==> src/rtl/pipe_pkg.sv <==
// Shared EX->MEM pipeline definitions: control bit indices, default widths, payload layout.
package pipe_pkg;
  localparam int CTRL_REGFILE_WE = 0;
  localparam int CTRL_DATAMEM_WE = 1;

  localparam int DATA_W_DEF  = 32;
  localparam int RADDR_W_DEF = 5;
  localparam int CTRL_W_DEF  = 2;
  localparam int CNT_W_DEF   = 16;

  typedef struct packed {
    logic [CTRL_W_DEF-1:0]  ctrl;
    logic [RADDR_W_DEF-1:0] wr_addr;
    logic [DATA_W_DEF-1:0]  alu_out;
    logic [DATA_W_DEF-1:0]  wr_data;
    logic [RADDR_W_DEF-1:0] rd;
  } ex_mem_payload_t;

  // Flattened payload width, same field order as ex_mem_payload_t.
  function automatic int payload_w(input int dw, input int aw, input int cw);
    return cw + 2*aw + 2*dw;
  endfunction
endpackage

==> src/rtl/pipe_entry.sv <==
// One pipeline entry: payload register plus valid flop; clear beats load.
module pipe_entry #(
  parameter int W = 8
) (
  input  logic         clk,
  input  logic         rst,
  input  logic         ld,
  input  logic         clr,
  input  logic [W-1:0] d,
  output logic         v,
  output logic [W-1:0] q
);
  logic         v_q;
  logic [W-1:0] q_q;

  always_ff @(posedge clk or posedge rst) begin
    if (rst) begin
      v_q <= 1'b0;
      q_q <= '0;
    end else begin
      if (clr)     v_q <= 1'b0;
      else if (ld) v_q <= 1'b1;
      if (ld)      q_q <= d;
    end
  end

  assign v = v_q;
  assign q = q_q;
endmodule

==> src/rtl/ex_mem_skid.sv <==
// EX->MEM pipeline register with valid/ready handshake, optional skid entry,
// synchronous flush, valid-gated control bits and a saturating stall counter.
module ex_mem_skid
  import pipe_pkg::*;
#(
  parameter int DATA_W  = DATA_W_DEF,
  parameter int RADDR_W = RADDR_W_DEF,
  parameter int CTRL_W  = CTRL_W_DEF,
  parameter int SKID    = 1,
  parameter int CNT_W   = CNT_W_DEF
) (
  input  logic               clk,
  input  logic               rst,
  input  logic               flush,
  input  logic               in_valid,
  output logic               in_ready,
  input  logic [CTRL_W-1:0]  in_ctrl,
  input  logic [RADDR_W-1:0] in_wr_addr,
  input  logic [DATA_W-1:0]  in_alu_out,
  input  logic [DATA_W-1:0]  in_wr_data,
  input  logic [RADDR_W-1:0] in_rd,
  output logic               out_valid,
  input  logic               out_ready,
  output logic [CTRL_W-1:0]  out_ctrl,
  output logic [RADDR_W-1:0] out_wr_addr,
  output logic [DATA_W-1:0]  out_alu_out,
  output logic [DATA_W-1:0]  out_wr_data,
  output logic [RADDR_W-1:0] out_rd,
  output logic [1:0]         occupancy,
  output logic [CNT_W-1:0]   stall_cnt
);
  localparam int PW = payload_w(DATA_W, RADDR_W, CTRL_W);

  logic [PW-1:0]    in_pl, main_d, main_q, skid_q;
  logic             main_v, skid_v, main_ld, main_clr;
  logic             acc, drn;
  logic [CNT_W-1:0] stall_d, stall_q;

  assign in_pl = {in_ctrl, in_wr_addr, in_alu_out, in_wr_data, in_rd};
  assign acc   = in_valid & in_ready;
  assign drn   = main_v & out_ready;

  // With SKID the ready is a flop output only; without it, MEM ready passes straight through.
  assign in_ready = (SKID != 0) ? ~skid_v : (~main_v | out_ready);

  always_comb begin
    main_ld  = (acc & (~main_v | drn)) | (drn & skid_v);
    main_clr = flush | (drn & ~skid_v & ~acc);
    main_d   = skid_v ? skid_q : in_pl;
  end

  pipe_entry #(.W(PW)) u_main (
    .clk(clk), .rst(rst), .ld(main_ld), .clr(main_clr),
    .d(main_d), .v(main_v), .q(main_q)
  );

  generate
    if (SKID != 0) begin : g_skid
      logic skid_ld, skid_clr;
      // Skid is filled only when main is stalled; refill of main from skid empties it.
      assign skid_ld  = acc & main_v & ~drn;
      assign skid_clr = flush | (drn & skid_v);
      pipe_entry #(.W(PW)) u_skid (
        .clk(clk), .rst(rst), .ld(skid_ld), .clr(skid_clr),
        .d(in_pl), .v(skid_v), .q(skid_q)
      );
    end else begin : g_noskid
      assign skid_v = 1'b0;
      assign skid_q = '0;
    end
  endgenerate

  always_comb begin
    stall_d = stall_q;
    if (main_v && !out_ready && stall_q != {CNT_W{1'b1}}) stall_d = stall_q + 1'b1;
  end

  always_ff @(posedge clk or posedge rst) begin
    if (rst) stall_q <= '0;
    else     stall_q <= stall_d;
  end

  assign out_valid   = main_v;
  assign out_ctrl    = main_q[PW-1 -: CTRL_W] & {CTRL_W{main_v}};
  assign out_wr_addr = main_q[RADDR_W+2*DATA_W +: RADDR_W];
  assign out_alu_out = main_q[RADDR_W+DATA_W +: DATA_W];
  assign out_wr_data = main_q[RADDR_W +: DATA_W];
  assign out_rd      = main_q[RADDR_W-1:0];
  assign occupancy   = {1'b0, main_v} + {1'b0, skid_v};
  assign stall_cnt   = stall_q;
endmodule

==> config.mk <==
export PLATFORM = sky130hd
export DESIGN_NAME = ex_mem_skid
export DESIGN_NICKNAME = d
export VERILOG_FILES = /design/src/rtl/pipe_pkg.sv /design/src/rtl/pipe_entry.sv /design/src/rtl/ex_mem_skid.sv
export SDC_FILE = /design/constraint.sdc
export NUM_CORES = 1
export LEC_CHECK = 0
export BUFFER_PORTS_ARGS = -buffer_cell sky130_fd_sc_hd__buf_4
export CAP_MARGIN = 15
export CORE_MARGIN = 2
export CORE_UTILIZATION = 40
export DETAILED_ROUTE_END_ITERATION = 10
export GPL_TIMING_DRIVEN = 0
export PLACE_DENSITY = 0.71
export SETUP_SLACK_MARGIN = 0.1
export SLEW_MARGIN = 10
export SYNTH_ARGS = -nofsm -noshare
export SYNTH_HDL_FRONTEND = slang
export SYNTH_SLANG_ARGS = --single-unit
==> constraint.sdc <==
create_clock -name clk -period 10.4 [get_ports clk]
set_input_delay 1.04 -clock clk [delete_from_list [all_inputs] [get_ports clk]]
set_output_delay 1.04 -clock clk [all_outputs]
set_load 0.005 [all_outputs]
Word level (Yosys, flattened, before mapping)
Index checks and enable logic that the tools add are counted.
Storage, ports and cells
  register bits: 170
  input bits: 81
  word-level logic and storage cells: 35
Cells by class
  add/sub/neg operators: 2
  equality and inequality tests: 1
  mux-type cells: 5
  bitwise gates (word level): 17
  reduce and logical (&&, ||, !) cells: 5
Operators by type and width (count)
  $mux 76: 1
  $add 16x1->16 const B: 1
  $ne 16x16->1 const B: 1
  $and 1x1->1: 8
  $mux 1: 4
  $not 1->1: 4
  $or 1x1->1: 4
  $reduce_bool 2->1: 2
  $add 1x1->2: 1
  $and 2x2->2: 1
  $logic_and 1x1->1: 2
  $logic_not 1->1: 1

Logic depth before layout (Yosys ltp)
  depth after elaboration: 6
  depth in mapped cells: 7

Hierarchy
A second synthesis with hierarchy kept.
Second synthesis, totals
  cells, all modules: 497
  area total of the unflattened synthesis: 7748.7 um^2
By module, submodules not included
  pipe_entry: times used 2, cells each 164, area each 2981.6 um^2
  ex_mem_skid: times used 1, cells each 169, area each 1785.5 um^2

Worst setup path before layout
OpenSTA, ideal clock, no wires.
  path kind: input -> register
  start point: input out_ready
  end point: register g_skid.u_skid.q_q[0] (netlist: g_skid.u_skid.q[0])
  setup time: 0.125 ns
  data arrival time: 2.047 ns
  required time: 10.275 ns
  setup slack: 8.228 ns
  cell stages on the path: 6
  cells stage by stage: inv_1 > nand2_1 > nor2_1 > buf_2 > buf_4 > mux2_2
Between the ends
  cells in the longest elaborated chain, start to end: 3
RTL lines
  start: declaration: line ex_mem_skid.sv:23  | input logic out_ready,
  $and 1x1->1: line ex_mem_skid.sv:41  | assign drn = main_v & out_ready;
  $not 1->1: line ex_mem_skid.sv:61  | assign skid_ld = acc & main_v & ~drn;
  $and 1x1->1: line ex_mem_skid.sv:61
  end signal: assignment: line pipe_entry.sv:19  | q_q <= '0;
  end signal: assignment: line pipe_entry.sv:23  | if (ld) q_q <= d;
  end: declaration: line pipe_entry.sv:14  | logic [W-1:0] q_q;
Every way passes these cells.
A chain may end at the register's enable or synchronous reset.

Worst setup path after layout
  start point: register g_skid.u_skid.v_q (netlist: g_skid.u_skid.v)
  end point: output in_ready
Between the ends
  cells in the longest elaborated chain, start to end: 1
RTL lines
  start: declaration: line pipe_entry.sv:13  | logic v_q;
  start signal: assignment: line pipe_entry.sv:18  | v_q <= 1'b0;
  start signal: assignment: line pipe_entry.sv:21  | if (clr) v_q <= 1'b0;
  start signal: assignment: line pipe_entry.sv:22  | else if (ld) v_q <= 1'b1;
  $not 1->1: line ex_mem_skid.sv:44  | assign in_ready = (SKID != 0) ? ~skid_v : (~main_v | out_ready);
  end: declaration: line ex_mem_skid.sv:16  | output logic in_ready,
Every way passes these cells.

==> out/qor.txt <==
startpoint types - flip-flop
Pre-antenna DRT Iters - 4
post-CTS setup buffer count - 0
Critical Path Sink Type - primary output
WL/cell - 15.0 um
NetSw - 0.508 mW
Clock power frac - 0.315
combinational share of power - 0.226
FF-to-FF setup slack - 8.08 ns
Synth Instances - 660
maximum clock frequency - 326 MHz
CP required - 9.36 ns
initial DRC count - 152
fraction of power consumed by sequential logic - 0.459
DRC Markers - 0
Cell Rows - 51
cell area after synthesis - 0.00778 mm2
Final Instance Area - 0.0100 mm2
Peak VDD IR - 103 uV
setup TNS - 0 ns
first-pass GRT wire length - 27,300 um
Via density - 4.72
Max-cap violations - 0
Yosys top cell area share - 0.547
Critical Path Slowest Stage Cell - buf_2
Worst EP arrival - 2.02 ns
hold crit path type - flip-flop to flip-flop
worst skew pair latency - 0.42 ns
die height - 143 um
worst slack at placement - 7.38 ns
worst-margin pin slew - 0.762 ns
Final ANT Viol Nets - 0
Top FF cell, synth - dfrtp_1
Final GP Congestion - 0.743
boundary pin count - 177
Pleak - 4.53 nW
final wirelength - 17,000 um
Final Hold Fails - 0
port bufs - 176
grt ovf - 0
die area - 0.0206 mm2
vias in the first global route - 5,292
Slew Limit Fails - 0
most common library cells after synthesis - dfrtp_1 (170), a21oi_1 (87), nor2_1 (81)
CTS tree - done
post-synthesis async set-or-reset flop share - 1.00
layout cell share with drive strength beyond 1 - 0.445
status - completed
CP most frequent cell - buf_2
All-Layer GR Usage - 0.170
number of synthesized flops with an enable pin - 0
Nets - 939
initial antenna violation count - 1
Util after Layout - 0.521
Initial Util - 0.404
period utilisation layout - 0.295
die width - 143 um
dominant cell type by area after synthesis - dfrtp_1
# clock sinks - 170
Root Driver - clkbuf_16
Area after DPL - 0.00947 mm2
Synth Register Bits - 170
switching share of total power - 0.263
H-tree levels - 4
CTS Hold Bufs - 0
Finish-stage setup viols - 0
worst-path cell chain - buf_2, buf_2, buf_2, inv_1, buf_4
total power - 1.93 mW
Int Pwr - 1.42 mW
mean area per synthesized cell - 11.8 um2
core area - 0.0193 mm2
Netlist cell types - 37
unrepaired setup endpoints after global routing - false
top cells by area, synth - dfrtp_1 (55%), mux2_2 (11%), mux2i_1 (9.8%), buf_4 (7.5%), a21oi_1 (5.6%)
top-count cell post-synth - dfrtp_1
clock transition at the registers of the reported paths - 0.06 ns
min Tclk post-route - 3.06 ns
post-synthesis sequential area ratio - 0.547
fin worst setup slack - 7.34 ns
Setup CP Type - flip-flop to primary output
crit path max fanout - 10
critical path buffer and inverter count - 5
DR vias - 5,353
TritonCTS buffer count - 17
largest net degree at the start of global routing - 107
Longest Clk Path Bufs - 2
placed cell count - 1,102
skew final - 0.00697 ns
syn_nets - 743
CP top delay family - buffers and inverters
DP HPWL - 11,900 um
Slew headroom - 0.492
max incr delay on CP - 0.38 ns
PwrDens - 193 mW/mm2
Yosys warnings - 0
synth-to-layout area growth - 28.9%
Final Non-Filler Cells - 1,133
post-cts resize count - 0
worst hold slack - 0.503 ns
-- logic make-up (layout without fill, tap and decap cells) --
kind of cell / after synthesis / count (layout) / share of synthesized area
DFF: 170 / 170 / 0.547
buffers and inverters: 113 / 320 / 0.0949
xor gates and xnor gates: 7 / 7 / 0.00788
muxes: 153 / 153 / 0.210
and+or+nand+nor: 118 / 118 / 0.0716
adders and majority gates: 2 / 2 / 0.00322
AOI/OAI and AO/OA: 97 / 97 / 0.0661
other: 0 / 1 / 0
-- final timing paths --
path / startpoint / endpoint / cells past startpoint
max in group asynchronous: rst / g_skid.u_skid.q[72]$_DFFE_PP0P_ / 3
max: g_skid.u_skid.v$_DFFE_PP0P_ / in_ready / 5
max reg2reg: g_skid.u_skid.v$_DFFE_PP0P_ / g_skid.u_skid.q[0]$_DFFE_PP0P_ / 6
min: g_skid.u_skid.q[48]$_DFFE_PP0P_ / g_skid.u_skid.q[48]$_DFFE_PP0P_ / 1
min reg2reg: g_skid.u_skid.q[48]$_DFFE_PP0P_ / g_skid.u_skid.q[48]$_DFFE_PP0P_ / 1
min in group asynchronous: rst / g_skid.u_skid.q[7]$_DFFE_PP0P_ / 2
-- power by group through the flow --
stage               Clock, mW  Sequential, mW  Combinational [mW]
floorplan                   0           0.879               0.272
global placement            0           0.894               0.433
detailed placement          0           0.901               0.444
CTS                     0.628           0.888               0.446
global route            0.655           0.908               0.482
finish                  0.610           0.887               0.436
-- layer usage --
metal,vias to the layer above,GRT usage,share of wire
li1,2602,-,-
met3,12,0.0513,0.058
met5,-,0,0
met1,2619,0.225,0.45
met4,0,0.0387,0.0077
met2,120,0.277,0.49
-- area by class of cell --
type	instances	area, um2
Buffer	108	719
Clock buffer	21	470
Inverter	5	26.3
Antenna cell	1	2.50
Fill cell	1786	9240
Timing Repair Buffer	177	1350
Multi-Input combinational cell	377	2790
Sequential cell	170	4250
Clock inverter	9	90.1
Tap cell	265	332
-- flip-flops by register name, summed over array words and instances (netlist names) --
register         count
u_main.v             1
stall_cnt           16
g_skid.u_skid.q     76
u_main.q            76
g_skid.u_skid.v      1
-- placed cells by master, fill, tap and decap left out, drive strengths merged, types with 2 or more instances in the layout --
master | Yosys | routed
mux2i | 76 | 76
nor3 | 6 | 6
xor2 | 6 | 6
nor4 | 2 | 2
a21oi | 89 | 89
nor2 | 81 | 81
and2 | 2 | 2
mux2 | 77 | 77
and3 | 2 | 2
buf | 95 | 272
dfrtp | 170 | 170
nand3 | 7 | 7
and4b | 2 | 2
nand4 | 3 | 3
clkinv | 0 | 3
inv | 5 | 8
nand2 | 8 | 8
clkbuf | 13 | 34
ha | 2 | 2
clkinvlp | 0 | 2
(Power assumes the default switching activity.)
